==> config.mk <==
export PLATFORM = sky130hd
export DESIGN_NAME = icache_refill_controller
export DESIGN_NICKNAME = d
export VERILOG_FILES = /design/src/rtl/icache_refill_controller_pkg.sv /design/src/rtl/icache_refill_controller_beat_counter.sv /design/src/rtl/icache_refill_controller.sv
export SDC_FILE = /design/constraint.sdc
export NUM_CORES = 1
export LEC_CHECK = 0
export CORE_AREA = 2 2 93 95
export DETAILED_ROUTE_END_ITERATION = 8
export DIE_AREA = 0 0 95 97
export HOLD_SLACK_MARGIN = 0.06
export PLACE_DENSITY_LB_ADDON = 0.12
export SYNTH_ARGS = -nofsm -noshare
export SYNTH_HDL_FRONTEND = slang
export SYNTH_SLANG_ARGS = --single-unit
==> constraint.sdc <==
create_clock -name clk -period 2.3 [get_ports clk]
set_clock_uncertainty 0.2 [all_clocks]
set_input_delay 0.23 -clock clk [delete_from_list [all_inputs] [get_ports clk]]
set_output_delay 0.23 -clock clk [all_outputs]
set_load 0.05 [all_outputs]
==> src/rtl/icache_refill_controller_pkg.sv <==
// rtl/icache_refill_controller_pkg.sv - FetchUnitTypes: refill FSM state, line geometry and line-address helper
package FetchUnitTypes;

  typedef enum logic [1:0] {
    IDLE = 2'd0,
    REQ  = 2'd1,
    FILL = 2'd2,
    DONE = 2'd3
  } IcRefillState;

  localparam int ICACHE_LINE_BEATS        = 4;
  localparam int ICACHE_BEAT_WIDTH        = 64;
  localparam int ICACHE_LINE_OFFSET_WIDTH = $clog2(ICACHE_LINE_BEATS * ICACHE_BEAT_WIDTH / 8);

  // Clears the byte-offset-within-line bits of an address.
  function automatic logic [63:0] ToLineAddr(input logic [63:0] addr, input int offset_width);
    logic [63:0] mask;
    mask = ~((64'd1 << offset_width) - 64'd1);
    return addr & mask;
  endfunction

endpackage

==> src/rtl/icache_refill_controller_beat_counter.sv <==
// rtl/icache_refill_controller_beat_counter.sv - refill beat index counter with last-beat detect
module icache_refill_beat_counter
  import FetchUnitTypes::*;
#(
  parameter int LINE_BEATS = ICACHE_LINE_BEATS
) (
  input  logic                          clk,
  input  logic                          rst,
  input  logic                          clr,
  input  logic                          inc,
  output logic [$clog2(LINE_BEATS)-1:0] count,
  output logic                          last
);

  localparam int CW = $clog2(LINE_BEATS);

  logic [CW-1:0] count_q, count_d;

  // Next count: cleared at the start of a fill, stepped per accepted beat; wraps naturally.
  always_comb begin
    count_d = count_q;
    if (clr) begin
      count_d = '0;
    end else if (inc) begin
      count_d = count_q + CW'(1);
    end
  end

  // Counter register, asynchronously cleared on reset.
  always_ff @(posedge clk or negedge rst) begin
    if (!rst) begin
      count_q <= '0;
    end else begin
      count_q <= count_d;
    end
  end

  assign count = count_q;
  assign last  = (count_q == CW'(LINE_BEATS - 1));

endmodule

==> src/rtl/icache_refill_controller.sv <==
// rtl/icache_refill_controller.sv - I-cache line refill sequencer; optional RSD_ICACHE_REFILL_PERF_COUNTER_EN adds perf counters
module icache_refill_controller
  import FetchUnitTypes::*;
#(
  parameter int ADDR_WIDTH = 32,
  parameter int BEAT_WIDTH = ICACHE_BEAT_WIDTH,
  parameter int LINE_BEATS = ICACHE_LINE_BEATS
) (
  input  logic                          clk,
  input  logic                          rst,
  input  logic                          icRE,
  input  logic                          icReadHit,
  input  logic [ADDR_WIDTH-1:0]         icReadAddr,
  input  logic                          flush,
  output logic                          memReq,
  output logic [ADDR_WIDTH-1:0]         memReqAddr,
  input  logic                          memReqAck,
  input  logic                          memRspValid,
  input  logic [BEAT_WIDTH-1:0]         memRspData,
  output logic                          fillWE,
  output logic [ADDR_WIDTH-1:0]         fillAddr,
  output logic [$clog2(LINE_BEATS)-1:0] fillBeat,
  output logic [BEAT_WIDTH-1:0]         fillData,
  output logic                          fillTagWE,
  output logic                          missStall,
  output logic                          busy
`ifdef RSD_ICACHE_REFILL_PERF_COUNTER_EN
  ,
  output logic [31:0]                   perfMissCount,
  output logic [31:0]                   perfStallCycles
`endif
);

  localparam int OFFSET_W = $clog2(LINE_BEATS * BEAT_WIDTH / 8);

  IcRefillState          state_q, state_d;
  logic [ADDR_WIDTH-1:0] line_addr_q, line_addr_d;
  logic                  mem_req_q, mem_req_d;

  logic                  miss;
  logic                  miss_start;
  logic                  req_accept;
  logic                  beat_fire;
  logic                  beat_last;
  logic [$clog2(LINE_BEATS)-1:0] beat_idx;

  assign miss       = (state_q == IDLE) && icRE && !icReadHit && !flush;
  assign miss_start = miss;
  assign req_accept = (state_q == REQ) && mem_req_q && memReqAck;
  // Response beats only count while filling; strays in other states are dropped.
  assign beat_fire  = (state_q == FILL) && memRspValid;

  icache_refill_beat_counter #(
    .LINE_BEATS(LINE_BEATS)
  ) u_beat_counter (
    .clk  (clk),
    .rst  (rst),
    .clr  (req_accept),
    .inc  (beat_fire),
    .count(beat_idx),
    .last (beat_last)
  );

  // Next-state logic; flush only gates miss start, never aborts an in-flight refill.
  always_comb begin
    state_d     = state_q;
    line_addr_d = line_addr_q;
    mem_req_d   = mem_req_q;
    case (state_q)
      IDLE: begin
        if (miss_start) begin
          line_addr_d = ADDR_WIDTH'(ToLineAddr(64'(icReadAddr), OFFSET_W));
          mem_req_d   = 1'b1;
          state_d     = REQ;
        end
      end
      REQ: begin
        if (req_accept) begin
          mem_req_d = 1'b0;
          state_d   = FILL;
        end
      end
      FILL: begin
        if (beat_fire && beat_last) begin
          state_d = DONE;
        end
      end
      DONE: begin
        state_d = IDLE;
      end
      default: begin
        state_d   = IDLE;
        mem_req_d = 1'b0;
      end
    endcase
  end

  // FSM register with registered request output.
  always_ff @(posedge clk or negedge rst) begin
    if (!rst) begin
      state_q     <= IDLE;
      line_addr_q <= '0;
      mem_req_q   <= 1'b0;
    end else begin
      state_q     <= state_d;
      line_addr_q <= line_addr_d;
      mem_req_q   <= mem_req_d;
    end
  end

  assign memReq     = mem_req_q;
  assign memReqAddr = line_addr_q;
  assign fillAddr   = line_addr_q;
  assign fillWE     = beat_fire;
  assign fillBeat   = beat_idx;
  assign fillData   = beat_fire ? memRspData : '0;
  assign fillTagWE  = beat_fire && beat_last;
  assign busy       = (state_q != IDLE);
  // Gated by rst so every output reads 0 while reset is held, even with a lookup missing.
  assign missStall  = rst && ((state_q != IDLE) || miss);

`ifdef RSD_ICACHE_REFILL_PERF_COUNTER_EN
  logic [31:0] perf_miss_q, perf_miss_d;
  logic [31:0] perf_stall_q, perf_stall_d;

  // Saturating event counters for refill starts and stalled cycles.
  always_comb begin
    perf_miss_d  = perf_miss_q;
    perf_stall_d = perf_stall_q;
    if (miss_start && (perf_miss_q != '1)) begin
      perf_miss_d = perf_miss_q + 32'd1;
    end
    if (missStall && (perf_stall_q != '1)) begin
      perf_stall_d = perf_stall_q + 32'd1;
    end
  end

  // Perf counter registers.
  always_ff @(posedge clk or negedge rst) begin
    if (!rst) begin
      perf_miss_q  <= '0;
      perf_stall_q <= '0;
    end else begin
      perf_miss_q  <= perf_miss_d;
      perf_stall_q <= perf_stall_d;
    end
  end

  assign perfMissCount   = perf_miss_q;
  assign perfStallCycles = perf_stall_q;
`endif

endmodule

==> metrics.md <==
| Metric | Value |
|---|---|
| WL per Instance | 15.2 um |
| Most frequent CP cell | buf_12 |
| RD Place Congestion | 0.772 |
| Vias per cell | 4.33 |
| Crit-path cells | inv_1 -> ha_1 -> buf_12 -> and2_1 -> buf_12 |
| Setup crit end kind | output pin |
| Max-cap violations | 0 |
| First-pass GRT wire length | 12600 um |
| Fmax | 467 MHz |
| Most frequent cells in the layout | clkdlybuf4s50_1, nand2_1, buf_12 |
| Crit path arrival time | 1710 ps |
| Die area | 0.00922 mm2 |
| Setup Buffers After CTS | 0 |
| Grt total ovfl | 0 |
| Setup TNS Final | 0 ps |
| IR Drop Worst-Case VDD | 0.310 mV |
| Final Max Slew Viols | 0 |
| Finished Cell Area | 0.00499 mm2 |
| Slew headroom | 63.6% |
| Max Root-Sink Buffers | 2 |
| Final wirelength | 8460 um |
| Setup violations, final | 0 |
| Most common cell after layout, fill and taps aside | clkdlybuf4s50_1 |
| Detail Route Antenna Nets | 0 |
| Outcome | completed |
| CP startpoint kind | register |
| Netlist cell types | 23 |
| Hold/Removal Path Class | primary input to async pin |
| Critical path class | register to output pin |
| Fin nets | 560 |
| Pwr dens | 264 mW/mm2 |
| Ant. Diodes | 0 |
| DP Area | 0.00488 mm2 |
| Synthesized area | 0.00211 mm2 |
| Clk_lat worst skew | 260 ps |
| Leakage | 2.44 nW |
| Peak fanout along the critical path | 68 |
| Largest net degree at the start of global routing | 69 |
| Post-CTS Hold Buffers | 0 |
| Post-route setup slack | 158 ps |
| Placeable Area | 0.00813 mm2 |
| Initial DRC Count | 64 |
| Post-cts resize count | 0 |
| Final period util | 93.1% |
| Die Width | 95 um |
| Post-synthesis instance total | 265 |
| Placed Cells | 550 |
| R2R setup slack | 420 ps |
| RSZ-0062 raised after global routing | no |
| CTS clk-pin slew, worst paths | 70 ps |
| Initial antenna violation count | 0 |
| Ports | 238 |
| Final hold slack | 254 ps |
| Port Buf Inserts | 222 |
| Seq cells post-synth | 32 |
| Required time of the critical path | 1870 ps |
| Total power | 1.32 mW |
| Via Count | 2416 |
| Detailed placer's ending HPWL | 6880 um |
| Layout Cells excl Fill | 558 |
| TritonCTS Buffers | 5 |
| Synthesis Warnings | 0 |
| Die H | 97 um |
| Layout Area Growth over Synthesis | 137% |
| Minimum setup slack after placement | 360 ps |
| Core Util, Final | 61.3% |
| GRT Total Usage | 17.8% |
| Worst path slowest cell | dfrtp_1 |
| Sequential fraction of the synthesis area | 38.0% |
| Slew @ Worst Pin | 544 ps |
| Detailed Routing Iterations Pass 1 | 6 |
| Layout cells sized above 1 | 18.8% |
| Post-layout min period | 2140 ps |
| Syn Area/Cell | 7.95 um2 |
| Critical path's largest stage delay | 400 ps |
| Vias in the first global route | 2307 |
| Worst r2r path cells | 5 |
| Root Buffer | clkbuf_8 |
| DRC | 0 |
| Cell Rows | 33 |
| Initial core utilization | 25.9% |
| CTS tree | done |
| Final hold vios | 0 |
| H-tree depth | 2 |
| Sink Count | 32 |
## synth_stat cells
library cell,count,share of area [%]
nand2_1,84,15
and3_1,65,19
buf_4,37,13
dfrtp_1,32,38
clkbuf_1,16,2.9
ha_1,5,3.0
buf_2,4,0.95
inv_1,4,0.71
a21boi_1,2,0.71
a31oi_1,2,0.59
mux2i_1,2,0.95
a21oi_1,1,0.24
a221oi_2,1,0.71
a2bb2oi_1,1,0.42
and2_1,1,0.30
and4bb_1,1,0.59
buf_1,1,0.18
conb_1,1,0.18
mux2_1,1,0.53
nand4bb_2,1,0.77
nor2_1,1,0.18
o21ai_1,1,0.24
xnor2_1,1,0.42
## power by group
| group | leakage, nW | total [mW] | internal (mW) | switching, mW |
|---|---|---|---|---|
| Combinational | 1.94 | 0.238 | 0.153 | 0.0855 |
| Sequential | 0.442 | 0.563 | 0.563 | 0 |
| Clock | 0.0552 | 0.516 | 0.321 | 0.194 |
## flip-flops by register name, indices dropped and copies added, names as in the netlist
name	flops
u_beat_counter.count	2
state_q	2
fillAddr	27
memReq	1
## cells by family (layout without fill, tap and decap cells)
family	count (synthesis)	after routing	share of synthesized area, %
flops	32	32	38.0
other cells	1	10	0.178
mux	3	3	1.49
xor+xnor	1	1	0.416
buf+inv	62	241	17.9
fa+ha+maj	5	5	2.97
compound gates	8	8	2.91
simple gates	153	153	36.1
## path summary, 6_finish.rpt
check | startpoint | to
max | state_q[0]$_DFFE_PN0P_ | fillWE
min | rst | fillAddr[30]$_DFFE_PN0P_
max reg2reg | state_q[0]$_DFFE_PN0P_ | state_q[1]$_DFFE_PN0P_
min reg2reg | fillAddr[5]$_DFFE_PN0P_ | fillAddr[5]$_DFFE_PN0P_
max in group asynchronous | rst | fillAddr[27]$_DFFE_PN0P_
min in group clk | icReadAddr[18] | fillAddr[18]$_DFFE_PN0P_
## layer usage
layer	track usage, %	vias up	share of wire (%)	routed length (um)
met4	3.12	0	1.2	103
li1	-	1186	-	-
met1	20.0	1113	37	3150
met5	0	-	0	0
met2	32.6	109	54	4540
met3	5.53	8	7.9	672
## critical path: cells and delay by family (launching register included)
family / cells / cell delay (ps)
simple gates: 1 / 280
flops: 1 / 400
buf+inv: 3 / 520
fa+ha+maj: 1 / 210
## cell type report
type                    instances  area (um2)
multi-input cells             180         966
fillers                       686        3150
flip-flops and latches         32         801
clock inverters                 2        35.0
well taps                     105         131
inverters                       4        15.0
repair buffers                229        2970
clock buffers                   6        72.6
Note: power is estimated with default switching activity, not from simulation.
